==> src/rtl/vram_arbiter_if.sv <==
// Bus bundle between the video SRAM arbiter and its CPU, VPU and SRAM neighbours.
// The slave modport is the arbiter's view; master is the surrounding system's view.
interface vram_arbiter_if #(
  parameter int ADDR_W = 16
);
  logic [ADDR_W-1:0] cpu_addr;
  logic [7:0]        cpu_wdata;
  logic [7:0]        cpu_rdata;
  logic              cpu_rw;
  logic              cpu_cs;
  logic              cpu_halt;
  logic              cpu_ba;
  logic              vpu_hold;
  logic [ADDR_W-1:0] vpu_addr;
  logic              vpu_cs;
  logic [7:0]        vpu_data;
  logic              hold_ack;
  logic              timeout;
  logic [ADDR_W-1:0] sram_addr;
  logic [7:0]        sram_wdata;
  logic [7:0]        sram_rdata;
  logic              sram_ce_n;
  logic              sram_we_n;

  modport slave (
    input  cpu_addr, cpu_wdata, cpu_rw, cpu_cs, cpu_ba,
    input  vpu_hold, vpu_addr, vpu_cs, sram_rdata,
    output cpu_rdata, cpu_halt, vpu_data, hold_ack, timeout,
    output sram_addr, sram_wdata, sram_ce_n, sram_we_n
  );

  modport master (
    output cpu_addr, cpu_wdata, cpu_rw, cpu_cs, cpu_ba,
    output vpu_hold, vpu_addr, vpu_cs, sram_rdata,
    input  cpu_rdata, cpu_halt, vpu_data, hold_ack, timeout,
    input  sram_addr, sram_wdata, sram_ce_n, sram_we_n
  );
endinterface

==> src/rtl/vram_arbiter.sv <==
// Time-shares the video SRAM between the CPU bus and the read-only VPU line-cache DMA,
// with CPU halt/drain, idle turnaround gaps on ownership changes and a sticky grant timeout.
module vram_arbiter #(
  parameter int ADDR_W      = 16,
  parameter int DRAIN_MAX   = 15,
  parameter int TURN_CYCLES = 1,
  parameter int MAX_GRANT   = 4095
) (
  input  logic              clk,
  input  logic              rst,
  vram_arbiter_if.slave     bus
);
  localparam int DW = (DRAIN_MAX > 1) ? $clog2(DRAIN_MAX + 1) : 1;
  localparam int TW = (TURN_CYCLES > 1) ? $clog2(TURN_CYCLES + 1) : 1;
  localparam int GW = $clog2(MAX_GRANT + 1);
  localparam logic [DW-1:0] DRAIN_LAST = DW'(DRAIN_MAX - 1);
  localparam logic [TW-1:0] TURN_LAST  = TW'(TURN_CYCLES - 1);
  localparam logic [GW-1:0] GRANT_LAST = GW'(MAX_GRANT);

  typedef enum logic [2:0] {
    S_CPU      = 3'd0,
    S_DRAIN    = 3'd1,
    S_TURN_IN  = 3'd2,
    S_GRANT    = 3'd3,
    S_TURN_OUT = 3'd4
  } state_e;

  state_e        state_q;
  logic [DW-1:0] drain_cnt_q;
  logic [TW-1:0] turn_cnt_q;
  logic [GW-1:0] grant_cnt_q;
  logic          cpu_halt_q;
  logic          hold_ack_q;
  logic          timeout_q;
  logic [7:0]    vpu_data_q;
  logic          drain_acc_s;

  assign bus.cpu_rdata = bus.sram_rdata;
  assign bus.cpu_halt  = cpu_halt_q;
  assign bus.hold_ack  = hold_ack_q;
  assign bus.timeout   = timeout_q;
  assign bus.vpu_data  = vpu_data_q;

  // Once the CPU reports bus-available it must not start new cycles; such accesses are dropped.
  assign drain_acc_s = bus.cpu_cs & ~bus.cpu_ba;

  // SRAM steering: CPU pass-through, VPU read-only, idle during turnaround and reset.
  always_comb begin
    bus.sram_addr  = bus.cpu_addr;
    bus.sram_wdata = bus.cpu_wdata;
    bus.sram_ce_n  = 1'b1;
    bus.sram_we_n  = 1'b1;
    if (rst) begin
      bus.sram_ce_n = 1'b1;
    end else begin
      case (state_q)
        S_CPU: begin
          bus.sram_ce_n = ~bus.cpu_cs;
          bus.sram_we_n = ~(bus.cpu_cs & ~bus.cpu_rw);
        end
        S_DRAIN: begin
          bus.sram_ce_n = ~drain_acc_s;
          bus.sram_we_n = ~(drain_acc_s & ~bus.cpu_rw);
        end
        S_GRANT: begin
          bus.sram_addr = bus.vpu_addr;
          bus.sram_ce_n = ~bus.vpu_cs;
        end
        default: begin
          bus.sram_ce_n = 1'b1;
        end
      endcase
    end
  end

  // Ownership FSM with registered halt/ack/timeout/data outputs; all counters saturate.
  always_ff @(posedge clk) begin
    if (rst) begin
      state_q     <= S_CPU;
      drain_cnt_q <= '0;
      turn_cnt_q  <= '0;
      grant_cnt_q <= '0;
      cpu_halt_q  <= 1'b0;
      hold_ack_q  <= 1'b0;
      timeout_q   <= 1'b0;
      vpu_data_q  <= 8'h00;
    end else begin
      case (state_q)
        S_CPU: begin
          if (bus.vpu_hold) begin
            cpu_halt_q  <= 1'b1;
            drain_cnt_q <= '0;
            state_q     <= S_DRAIN;
          end
        end
        S_DRAIN: begin
          if (!bus.vpu_hold) begin
            turn_cnt_q <= '0;
            state_q    <= S_TURN_OUT;
          end else if (bus.cpu_ba || drain_cnt_q == DRAIN_LAST) begin
            turn_cnt_q <= '0;
            state_q    <= S_TURN_IN;
          end else begin
            drain_cnt_q <= drain_cnt_q + 1'b1;
          end
        end
        S_TURN_IN: begin
          if (turn_cnt_q == TURN_LAST) begin
            hold_ack_q  <= 1'b1;
            grant_cnt_q <= '0;
            state_q     <= S_GRANT;
          end else begin
            turn_cnt_q <= turn_cnt_q + 1'b1;
          end
        end
        S_GRANT: begin
          if (bus.vpu_cs) begin
            vpu_data_q <= bus.sram_rdata;
          end
          // A runaway grant is only flagged; the VPU keeps the bus until it lets go.
          if (!bus.vpu_hold) begin
            hold_ack_q <= 1'b0;
            turn_cnt_q <= '0;
            state_q    <= S_TURN_OUT;
          end else if (grant_cnt_q == GRANT_LAST) begin
            timeout_q <= 1'b1;
          end else begin
            grant_cnt_q <= grant_cnt_q + 1'b1;
          end
        end
        S_TURN_OUT: begin
          if (turn_cnt_q == TURN_LAST) begin
            cpu_halt_q <= 1'b0;
            state_q    <= S_CPU;
          end else begin
            turn_cnt_q <= turn_cnt_q + 1'b1;
          end
        end
        default: begin
          cpu_halt_q <= 1'b0;
          hold_ack_q <= 1'b0;
          state_q    <= S_CPU;
        end
      endcase
    end
  end
endmodule

==> src/flat_wrapper.sv <==
// flat-port wrapper written by rule: the top's interface ports become plain ports
module vram_arbiter_flat 
#(
  parameter int ADDR_W      = 16,
  parameter int DRAIN_MAX   = 15,
  parameter int TURN_CYCLES = 1,
  parameter int MAX_GRANT   = 4095
)
  (clk, rst, bus_cpu_addr, bus_cpu_wdata, bus_cpu_rw, bus_cpu_cs, bus_cpu_ba, bus_vpu_hold, bus_vpu_addr, bus_vpu_cs, bus_sram_rdata, bus_cpu_rdata, bus_cpu_halt, bus_vpu_data, bus_hold_ack, bus_timeout, bus_sram_addr, bus_sram_wdata, bus_sram_ce_n, bus_sram_we_n);
  vram_arbiter_if #(.ADDR_W(ADDR_W)) bus_i ();
  input  logic clk;
  input  logic rst;
  input wire logic [$bits(bus_i.cpu_addr)-1:0] bus_cpu_addr;
  input wire logic [$bits(bus_i.cpu_wdata)-1:0] bus_cpu_wdata;
  input wire logic [$bits(bus_i.cpu_rw)-1:0] bus_cpu_rw;
  input wire logic [$bits(bus_i.cpu_cs)-1:0] bus_cpu_cs;
  input wire logic [$bits(bus_i.cpu_ba)-1:0] bus_cpu_ba;
  input wire logic [$bits(bus_i.vpu_hold)-1:0] bus_vpu_hold;
  input wire logic [$bits(bus_i.vpu_addr)-1:0] bus_vpu_addr;
  input wire logic [$bits(bus_i.vpu_cs)-1:0] bus_vpu_cs;
  input wire logic [$bits(bus_i.sram_rdata)-1:0] bus_sram_rdata;
  output wire logic [$bits(bus_i.cpu_rdata)-1:0] bus_cpu_rdata;
  output wire logic [$bits(bus_i.cpu_halt)-1:0] bus_cpu_halt;
  output wire logic [$bits(bus_i.vpu_data)-1:0] bus_vpu_data;
  output wire logic [$bits(bus_i.hold_ack)-1:0] bus_hold_ack;
  output wire logic [$bits(bus_i.timeout)-1:0] bus_timeout;
  output wire logic [$bits(bus_i.sram_addr)-1:0] bus_sram_addr;
  output wire logic [$bits(bus_i.sram_wdata)-1:0] bus_sram_wdata;
  output wire logic [$bits(bus_i.sram_ce_n)-1:0] bus_sram_ce_n;
  output wire logic [$bits(bus_i.sram_we_n)-1:0] bus_sram_we_n;
  assign bus_i.cpu_addr = bus_cpu_addr;
  assign bus_i.cpu_wdata = bus_cpu_wdata;
  assign bus_i.cpu_rw = bus_cpu_rw;
  assign bus_i.cpu_cs = bus_cpu_cs;
  assign bus_i.cpu_ba = bus_cpu_ba;
  assign bus_i.vpu_hold = bus_vpu_hold;
  assign bus_i.vpu_addr = bus_vpu_addr;
  assign bus_i.vpu_cs = bus_vpu_cs;
  assign bus_i.sram_rdata = bus_sram_rdata;
  assign bus_cpu_rdata = bus_i.cpu_rdata;
  assign bus_cpu_halt = bus_i.cpu_halt;
  assign bus_vpu_data = bus_i.vpu_data;
  assign bus_hold_ack = bus_i.hold_ack;
  assign bus_timeout = bus_i.timeout;
  assign bus_sram_addr = bus_i.sram_addr;
  assign bus_sram_wdata = bus_i.sram_wdata;
  assign bus_sram_ce_n = bus_i.sram_ce_n;
  assign bus_sram_we_n = bus_i.sram_we_n;
  vram_arbiter #(.ADDR_W(ADDR_W), .DRAIN_MAX(DRAIN_MAX), .TURN_CYCLES(TURN_CYCLES), .MAX_GRANT(MAX_GRANT)) u_core (.clk(clk), .rst(rst), .bus(bus_i));
endmodule
==> config.mk <==
export PLATFORM = sky130hd
export DESIGN_NAME = vram_arbiter_flat
export DESIGN_NICKNAME = d
export VERILOG_FILES = /design/src/rtl/vram_arbiter_if.sv /design/src/rtl/vram_arbiter.sv /design/src/flat_wrapper.sv
export SDC_FILE = /design/constraint.sdc
export NUM_CORES = 1
export LEC_CHECK = 0
export BUFFER_PORTS_ARGS = -buffer_cell sky130_fd_sc_hd__buf_4
export CAP_MARGIN = 20
export CORE_UTILIZATION = 40
export CTS_CLUSTER_DIAMETER = 60
export DETAILED_ROUTE_END_ITERATION = 8
export GPL_ROUTABILITY_DRIVEN = 0
export HOLD_SLACK_MARGIN = 0.02
export PLACE_DENSITY = 0.74
export SLEW_MARGIN = 5
export SYNTH_ARGS = -nofsm -noshare
export SYNTH_HDL_FRONTEND = slang
export SYNTH_SLANG_ARGS = --single-unit
export TNS_END_PERCENT = 50
==> constraint.sdc <==
create_clock -name clk -period 3.6 [get_ports clk]
set_input_delay 0.72 -clock clk [delete_from_list [all_inputs] [get_ports clk]]
set_output_delay 0.72 -clock clk [all_outputs]
set_load 0.02 [all_outputs]
# Word level (Yosys, flattened, before mapping)
# Cells that the tools add are included.
# classes
bitwise	12
muxes	31
eq_ne	15
add_sub_neg	3
n_reduce_logical	16
# ops
cell	n
12-bit 2-to-1 mux	3
16-bit 2-to-1 mux	2
12-bit case mux with 2 select lines	1
3-bit 2-to-1 mux	6
2-bit inequality test, second input constant	8
3-bit case mux with 5 select lines	1
12-bit by 1-bit adder with 12-bit output, second input constant	1
12-bit equality test, second input constant	1
4-bit 2-to-1 mux	3
1-bit case mux with 3 select lines	4
3-bit AND reduction	4
1-bit 2-to-1 mux	9
1-bit NOT	9
4-bit case mux with 2 select lines	1
4-bit AND reduction	2
3-bit by 2-bit equality test with 1-bit output, second input constant	2
3-bit OR reduction	2
5-bit AND reduction	1
4-bit by 1-bit adder with 4-bit output, second input constant	1
4-bit equality test, second input constant	1
2-bit nonzero test	2
1-bit bitwise AND	3
3-bit by 1-bit equality test with 1-bit output, second input constant	1
3-bit equality test, second input constant	1
other kinds (8)	8
# totals
input_bits	55
ff_bits	31
elab_cells	85
out_inout_bits	45

# Depth between registers and ports, before layout
# Gate-level depths: netlist of the first run.
# logic_depth
word_depth	6
ltp_mapped	7
mapped_depth_nobuf	7

# Worst setup path before layout of the first run
# OpenSTA, ideal clock, no wires.
# synth_path
kind	input-to-output
from	input rst
to	output bus_sram_addr[10]
required_time_ps	2880
cell_stages	7
setup_slack_ps	1008
arrival_ps	1872
n_path_buf	3
path_cell_list	clkbuf_1 nand2b_1 clkbuf_1 nor2_2 buf_2 nand2_1 nand2_1
# synth_via
elab_chain_len	1
# synth_rtl
element	line_no	source
from (decl)	flat_wrapper.sv:12	input logic rst;
16-bit 2-to-1 mux	vram_arbiter.sv:53	if (rst) begin
to (decl)	flat_wrapper.sv:27	output wire logic [$bits(bus_i.sram_addr)-1:0] bus_sram_addr;
# Every way passes these cells.

# Final worst setup path of the first run
# layout_path
from	input rst
to	output bus_sram_addr[14]
# The elaborated chain is that of the path after synthesis.

==> metrics.md, run 1 <==
| Metric | Value |
|---|---|
| Outcome | `finished clean` |
| All-layer global routing usage | `18.5%` |
| Endpoint of the worst hold path | `u_core.bus.vpu_data[5]` |
| ANT cells | `0` |
| Number of rows in the core area | `23` |
| Path type of the worst setup path | `input port to output pin` |
| Largest vdd supply drop | `0.208 mV` |
| Area share of the largest cell type after synthesis | `34.5%` |
| Number of DRC markers in iteration 0 | `86` |
| Number of antenna violations at the first check in global routing | `0` |
| Post-layout utilization of the core | `58.1%` |
| Number of pins with negative max-slew slack in the final report | `0` |
| Die Footprint | `0.00463 sq mm` |
| Commonest non-fill, non-tap cells in the layout | `84 x buf_4, 73 x nand2_1, 30 x dfxtp_1` |
| Share of synthesized registers carrying an async set or reset | `0%` |
| Pin count of the biggest net entering global routing | `20` |
| Total number of H-tree levels | `2` |
| Post-Route Setup TNS | `0 ps` |
| # resized after CTS | `0` |
| Element type at the critical path end | `output pin` |
| Synth warn | `0` |
| Net count after synthesis | `298` |
| Slack of the critical path | `786 ps` |
| Commonest non-fill, non-tap cell in the layout | `buf_4` |
| Crit. Startpoint | `rst` |
| Critical register-to-register path startpoint | `u_core.state_q[1]` |
| Initial standard-cell utilization of the core | `42.7%` |
| DP Worst Slack | `762 ps` |
| Post CTS Setup Buffer Count | `0` |
| Kind of start point of the critical path | `input port` |
| Portion of the post-synthesis area used by sequential elements | `34.5%` |
| Count of final hold-check violations | `0` |
| Cell Pwr Density | `347 mW/mm^2` |
| Antenna violation net count after detailed routing | `0` |
| Period Utilization, post-route | `78.2%` |
| Syn Std Cell Area | `0.00174 sq mm` |
| Launch point of the worst hold path | `u_core.bus.vpu_data[5]` |
| Final instance count without filler cells | `356` |
| Number of global-route vias before repair | `1447` |
| Leading post-synthesis cells by cell area | `dfxtp_1 34%, nand2_1 16%, buf_4 7.3%` |
| TritonCTS clock tree | `yes` |
| Clock slew at the register clock pins of the worst setup and hold paths | `60 ps` |
| Setup slack of the most critical reg-to-reg path | `1470 ps` |
| Number of buffers on the longest clock path | `2` |
| Critical R2R Capture | `u_core.grant_cnt_q[9]` |
| Source-to-sink clock delay at the later pin of the worst-skew pair | `280 ps` |
| Boundary Pins | `100` |
| Slew at the pin closest to its max-slew limit | `683 ps` |
| Core area | `0.00409 sq mm` |
| Worst reg-to-reg path cell count | `5` |
| RSZ-0062 raised after global routing | `no` |
| Die span in y | `68.0 um` |
| Worst hold path type | `flop to flop` |
| Setup skew after layout | `7.16 ps` |
| Number of library cell types mapped by synthesis | `41` |
| CTS Buf Count | `5` |
| Post-place instance area | `0.00227 sq mm` |
| Data required time at the worst endpoint | `2880 ps` |
| Most area-hungry cell type in the Yosys netlist | `dfxtp_1` |
| Wire length of the first global-routing pass | `6470 um` |
| CTS sink cnt | `30` |
| Number of cells on the worst hold path | `2` |
| Width of the chip | `68.0 um` |
| CTS hold repair buffers | `0` |
| Relative area change from synthesis to final layout | `36.3%` |
| Fraction of layout cells with a size suffix above 1 | `31.7%` |
| Count of flip-flops with a built-in enable after synthesis | `0` |
| Clock period minus worst slack | `2810 ps` |
| Number of DRC violations after detailed routing | `0` |
| Crit path DAT | `2090 ps` |
| CTS Root Buffer Type | `clkbuf_8` |
| Synthesized area per cell | `7.26 sq um` |
| Register area | `601 sq um` |
| Placed instance count | `348` |
| Area of all placed cells without fillers | `0.00238 sq mm` |
| DPL Wire Length | `3410 um` |
| Leakage power of the design | `1.08 nW` |
| Fin nets | `363` |
| Routed vias | `1807` |
| Post-synthesis register bit count | `30` |
| Number of vias per cell | `5.08` |
| Area of the multi-input gates | `957 sq um` |
| Port-buffer cells | `83` |
| Top_reg_cell synth | `dfxtp_1` |
| DR pass1 iterations | `4` |
| Number of filler instances in the final layout | `400` |
| Max-slew headroom | `54.4%` |
| Worst Path Max Fanout | `18` |
| Setup Viol. Count Final | `0` |
| Total wire length after detailed routing | `4450 um` |
| Sum of overflow across all layers after global routing | `0` |
| Fmax | `355 MHz` |
| Max Cap Violations | `0` |
| Gate Count Post-Synth | `240` |
| Routed wire per std cell | `12.5 um` |
==> per-layer routing <==
layer  track usage (%)  share of wire, %  up-vias
met5                 0                 0        -
met4              8.33               1.5        0
met3              4.83               4.4        8
met2              29.3                51       40
met1              23.3                43      819
li1                  -                 -      940
==> worst max-delay path, stage by stage <==
cell and delay [ps]:
buf_4 170, nand2b_1 270, nor2_2 580, nand2_1 120, nand2_1 80, buf_4 130
==> cell type report <==
| class | instances | share of cell area [%] |
|---|---|---|
| inverter | 5 | 0.790 |
| clock buffer | 7 | 3.21 |
| timing repair buffer | 84 | 26.5 |
| sequential | 30 | 25.3 |
| tap | 50 | 2.63 |
| clock inverter | 1 | 1.26 |
| multi-input combinational | 179 | 40.3 |
==> through the flow <==
step | hold slack, ps | total power [mW]
floorplan | 442 | 0.448
global placement | 444 | 0.503
detailed placement | 448 | 0.505
CTS | 458 | 0.832
global route | 478 | 0.859
finish | 454 | 0.824
==> worst max path at each step <==
stage                              endpoint  slack [ps]
after floorplan           bus_sram_addr[10]        1010
after global placement    bus_sram_addr[10]         810
after detailed placement  bus_sram_addr[14]         760
after CTS                 bus_sram_addr[14]         750
after global routing       bus_sram_addr[7]         600
final                     bus_sram_addr[14]         790
==> cell families (layout without fill, tap and decap cells) <==
| kind of cell | Yosys count | in the layout | share of synthesized area [%] |
|---|---|---|---|
| AND/OR/NAND/NOR | 119 | 119 | 30.6 |
| AO/OA/AOI/OAI | 53 | 53 | 20.0 |
| adder cells (fa/ha/maj) | 3 | 3 | 2.15 |
| buffers and inverters | 31 | 97 | 10.6 |
| flip-flops | 30 | 30 | 34.5 |
| XOR/XNOR | 3 | 3 | 1.51 |
| multiplexers | 1 | 1 | 0.646 |
==> synth_stat cells, drive strengths merged (5+ instances only) <==
| library cell | instances |
|---|---|
| a21oi | 19 |
| and3 | 5 |
| buf | 21 |
| clkbuf | 5 |
| dfxtp | 30 |
| inv | 5 |
| nand2 | 74 |
| nand3 | 10 |
| nor2 | 12 |
| nor3 | 5 |
| o21ai | 12 |
==> power by group <==
part | leakage, nW | total, mW | switching, mW | internal [mW]
clock | 0.0524 | 0.327 | 0.120 | 0.207
combinational | 0.789 | 0.149 | 0.0733 | 0.0760
sequential | 0.243 | 0.348 | 0.00901 | 0.339
==> registers in the layout, indices dropped and copies added (netlist names) <==
register,cells
u_core.drain_cnt_q,4
u_core.state_q,3
u_core.bus.vpu_data,8
u_core.bus.timeout,1
u_core.bus.cpu_halt,1
u_core.grant_cnt_q,12
u_core.bus.hold_ack,1
No activity file was read; power rests on OpenSTA's default activity.
==> run 2, diff against run 1 <==
--- a/config.mk
+++ b/config.mk
@@ -5,6 +5,7 @@
 export SDC_FILE = /design/constraint.sdc
 export NUM_CORES = 1
 export LEC_CHECK = 0
+export ABC_AREA = 1
 export BUFFER_PORTS_ARGS = -buffer_cell sky130_fd_sc_hd__buf_4
 export CAP_MARGIN = 20
 export CORE_UTILIZATION = 40
@@ -12,7 +13,7 @@
 export DETAILED_ROUTE_END_ITERATION = 8
 export GPL_ROUTABILITY_DRIVEN = 0
 export HOLD_SLACK_MARGIN = 0.02
-export PLACE_DENSITY = 0.74
+export PLACE_DENSITY = 0.72
 export SLEW_MARGIN = 5
 export SYNTH_ARGS = -nofsm -noshare
 export SYNTH_HDL_FRONTEND = slang
==> constraint.sdc (replaced) <==
create_clock -name clk -period 2.9 [get_ports clk]
set_input_delay 0.58 -clock clk [delete_from_list [all_inputs] [get_ports clk]]
set_output_delay 0.58 -clock clk [all_outputs]
set_load 0.02 [all_outputs]
==> run 2 against run 1 <==
The run now ends with DRC left. Via count is 14% higher. Count of clock-buffer cells in the layout is 1 lower. Area after synthesis is 9.8% higher. First-iteration DRC count is 31% higher. Global-route usage is 0.66 points higher. Die area is 9.5% higher. Sequential power is 25% higher. Clock power is 8.0% higher.
==> metrics.md, run 2 <==
| Metric | Value |
|---|---|
| Outcome | `finished, violations left (was finished clean)` |
| Violated checks | `DRC` |
| TritonCTS clock tree | `yes (unchanged)` |
| Post-place instance area | `0.00244 sq mm (was 0.00227 sq mm)` |
| Number of global-route vias before repair | `1859 (was 1447)` |
| Data required time at the worst endpoint | `2320 ps (was 2880 ps)` |
| Element type at the critical path end | `output pin (unchanged)` |
| Count of final hold-check violations | `0 (unchanged)` |
| RSZ-0062 raised after global routing | `no (unchanged)` |
| Fraction of layout cells with a size suffix above 1 | `27.1% (was 31.7%)` |
| Number of vias per cell | `4.82 (was 5.08)` |
| Share of synthesized registers carrying an async set or reset | `0% (unchanged)` |
| Fin nets | `433 (was 363)` |
| Port-buffer cells | `83 (unchanged)` |
| DR pass1 iterations | `6 (was 4)` |
| Number of cells on the worst hold path | `2 (unchanged)` |
| Post-Route Setup TNS | `0 ps (unchanged)` |
| Antenna violation net count after detailed routing | `0 (unchanged)` |
| Area of all placed cells without fillers | `0.00253 sq mm (was 0.00238 sq mm)` |
| Setup Viol. Count Final | `0 (unchanged)` |
| DP Worst Slack | `766 ps (was 762 ps)` |
| Crit path DAT | `1590 ps (was 2090 ps)` |
| Area share of the largest cell type after synthesis | `31.4% (was 34.5%)` |
| Post CTS Setup Buffer Count | `0 (unchanged)` |
| Number of antenna violations at the first check in global routing | `0 (unchanged)` |
| Portion of the post-synthesis area used by sequential elements | `31.4% (was 34.5%)` |
| Routed wire per std cell | `11.1 um (was 12.5 um)` |
| Number of DRC violations after detailed routing | `13 (was 0)` |
| DPL Wire Length | `3590 um (was 3410 um)` |
| Boundary Pins | `100 (unchanged)` |
| Critical register-to-register path startpoint | `u_core.state_q[1] (unchanged)` |
| Sequence of cells on the critical path | `nand3_4 > nor2_4 > inv_1 > nand2_1 > nand2_1 > buf_4 (was buf_4 > nand2b_1 > nor2_2 > nand2_1 > nand2_1 > buf_4)` |
| Period Utilization, post-route | `74.8%` |
| Final instance count without filler cells | `428 (was 356)` |
| Post-synthesis register bit count | `30 (unchanged)` |
| Largest vdd supply drop | `0.268 mV (was 0.208 mV)` |
| Syn Std Cell Area | `0.00191 sq mm (was 0.00174 sq mm)` |
| Register bank with the most flops | `u_core.grant_cnt_q (unchanged)` |
| Number of DRC markers in iteration 0 | `113 (was 86)` |
| Synthesized area per cell | `6.19 sq um (was 7.26 sq um)` |
| Worst Path Max Fanout | `16 (was 18)` |
| Slew at the pin closest to its max-slew limit | `434 ps (was 683 ps)` |
| Placed instance count | `420 (was 348)` |
| Top_reg_cell synth | `dfxtp_1 (unchanged)` |
| Number of filler instances in the final layout | `453 (was 400)` |
| Setup skew after layout | `5.88 ps (was 7.16 ps)` |
| Path type of the worst setup path | `flop to output pin (was input port to output pin)` |
| Register area | `601 sq um (unchanged)` |
| Die span in y | `71.2 um (was 68.0 um)` |
| Launch point of the worst hold path | `u_core.bus.vpu_data[7] (was u_core.bus.vpu_data[5])` |
| All-layer global routing usage | `19.2% (was 18.5%)` |
| Routed vias | `2064 (was 1807)` |
| # resized after CTS | `0 (unchanged)` |
| Clock slew at the register clock pins of the worst setup and hold paths | `70 ps (was 60 ps)` |
| Worst reg-to-reg path cell count | `9 (was 5)` |
| Synth cell count leaders | `117 x nand2_1, 30 x dfxtp_1, 28 x inv_1, 28 x nand3_1, 24 x a21oi_1 (was 73 x nand2_1, 30 x dfxtp_1, 19 x a21oi_1)` |
| Critical R2R Capture | `u_core.grant_cnt_q[8] (was u_core.grant_cnt_q[9])` |
| Sum of overflow across all layers after global routing | `0 (unchanged)` |
| Largest stage delay on the critical path | `490 ps (was 580 ps)` |
| Core area | `0.00447 sq mm (was 0.00409 sq mm)` |
| Source-to-sink clock delay at the later pin of the worst-skew pair | `280 ps (about the same)` |
| Most area-hungry cell type in the Yosys netlist | `dfxtp_1 (unchanged)` |
| Gate Count Post-Synth | `309 (was 240)` |
| Worst hold path type | `flop to flop (unchanged)` |
| Synth warn | `0 (unchanged)` |
| Setup slack of the most critical reg-to-reg path | `1170 ps (was 1470 ps)` |
| Slack of the critical path | `732 ps (was 786 ps)` |
| Wire length of the first global-routing pass | `7850 um (was 6470 um)` |
| ANT cells | `0 (unchanged)` |
| Clock period minus worst slack | `2170 ps` |
| Area of the multi-input gates | `0.00103 sq mm (was 957 sq um)` |
| Leading post-synthesis cells by cell area | `dfxtp_1 31%, nand2_1 23%, nand3_1 7.3% (was dfxtp_1 34%, nand2_1 16%, buf_4 7.3%)` |
| Crit path max-delay cell type | `dfxtp_1 (was nor2_2)` |
| Count of flip-flops with a built-in enable after synthesis | `0 (unchanged)` |
| Commonest non-fill, non-tap cells in the layout | `117 x nand2_1, 84 x buf_4, 30 x dfxtp_1 (was 84 x buf_4, 73 x nand2_1, 30 x dfxtp_1)` |
| Library cell with the highest instance count after synthesis | `nand2_1 (unchanged)` |
| Top cell by count, worst path | `nand2_1` |
| Leakage power of the design | `1.22 nW (was 1.08 nW)` |
| Number of rows in the core area | `24 (was 23)` |
| Hold slack | `464 ps (was 454 ps)` |
| Endpoint of the worst hold path | `u_core.bus.vpu_data[7] (was u_core.bus.vpu_data[5])` |
| Max-slew headroom | `71.0% (was 54.4%)` |
| CTS Buf Count | `5 (unchanged)` |
| Relative area change from synthesis to final layout | `32.4% (was 36.3%)` |
| Cell Pwr Density | `396 mW/mm^2 (was 347 mW/mm^2)` |
| Initial standard-cell utilization of the core | `42.8% (was 42.7%)` |
| Total wire length after detailed routing | `4760 um (was 4450 um)` |
| Net count after synthesis | `367 (was 298)` |
| Pin count of the biggest net entering global routing | `23 (was 20)` |
| Die Footprint | `0.00506 sq mm (was 0.00463 sq mm)` |
| Post-layout utilization of the core | `56.6% (was 58.1%)` |
| Number of buffers on the longest clock path | `2 (unchanged)` |
| Total number of H-tree levels | `2 (unchanged)` |
| Number of library cell types mapped by synthesis | `28 (was 41)` |
| CTS sink cnt | `30 (unchanged)` |
| CTS hold repair buffers | `0 (unchanged)` |
| Fmax | `461 MHz` |
| Width of the chip | `71.2 um (was 68.0 um)` |
| Max Cap Violations | `0 (unchanged)` |
| CTS Root Buffer Type | `clkbuf_8 (unchanged)` |
| Largest register FFs | `12 (unchanged)` |
| Commonest non-fill, non-tap cell in the layout | `nand2_1 (was buf_4)` |
| Total Power | `1.00 mW (was 0.824 mW)` |
| Kind of start point of the critical path | `flop (was input port)` |
| Number of pins with negative max-slew slack in the final report | `0 (unchanged)` |
[run 2: cell families after synthesis]
kind of cell	after synthesis	synth area share, %
AO/OA/AOI/OAI	38	11.1
flip-flops	30	31.4
buffers and inverters	55	14.8
AND/OR/NAND/NOR	183	40.7
adder cells (fa/ha/maj)	3	1.96
[run 2: routing by layer]
layer | share of wire, % | GRT usage, % | vias to the layer above | wire, um
li1 | - | - | 1095 | -
met1 | 43 | 22.9 | 890 | 2040
met2 | 47 | 32.4 | 73 | 2250
met3 | 8.6 | 4.99 | 6 | 410
met4 | 1.2 | 8.22 | 0 | 59
met5 | 0 | 0 | - | 0
[run 2: worst max path at each step]
stage	start	to	slack, ps	depth (start not counted)
2_1_floorplan	rst	bus_sram_addr[10]	970	6
3_3_place_gp	rst	bus_sram_ce_n	810	6
3_5_place_dp	rst	bus_sram_ce_n	770	6
4_1_cts	u_core.state_q[1]	bus_sram_addr[4]	700	6
5_1_grt	u_core.state_q[1]	bus_sram_addr[15]	580	6
6_report	u_core.state_q[1]	bus_sram_addr[4]	730	6
[run 2: cell type report]
cell class	count	area share, %
Inverter	30	4.45
Multi-Input combinational cell	224	40.6
Clock buffer	6	3.26
Clock inverter	2	0.494
Sequential cell	30	23.7
Tap cell	52	2.57
Timing Repair Buffer	84	24.9
[run 2: power by group]
part / internal (mW) / switching, mW / total (mW)
Combinational: 0.0985 / 0.116 / 0.214
Sequential: 0.424 / 0.0114 / 0.435
Clock: 0.190 / 0.163 / 0.353
[run 2: worst max-delay path, delay by kind of cell, from the launching register on]
family | cells | cell delay (ps)
flip-flops | 1 | 490
buffers and inverters | 2 | 360
AND/OR/NAND/NOR | 4 | 450
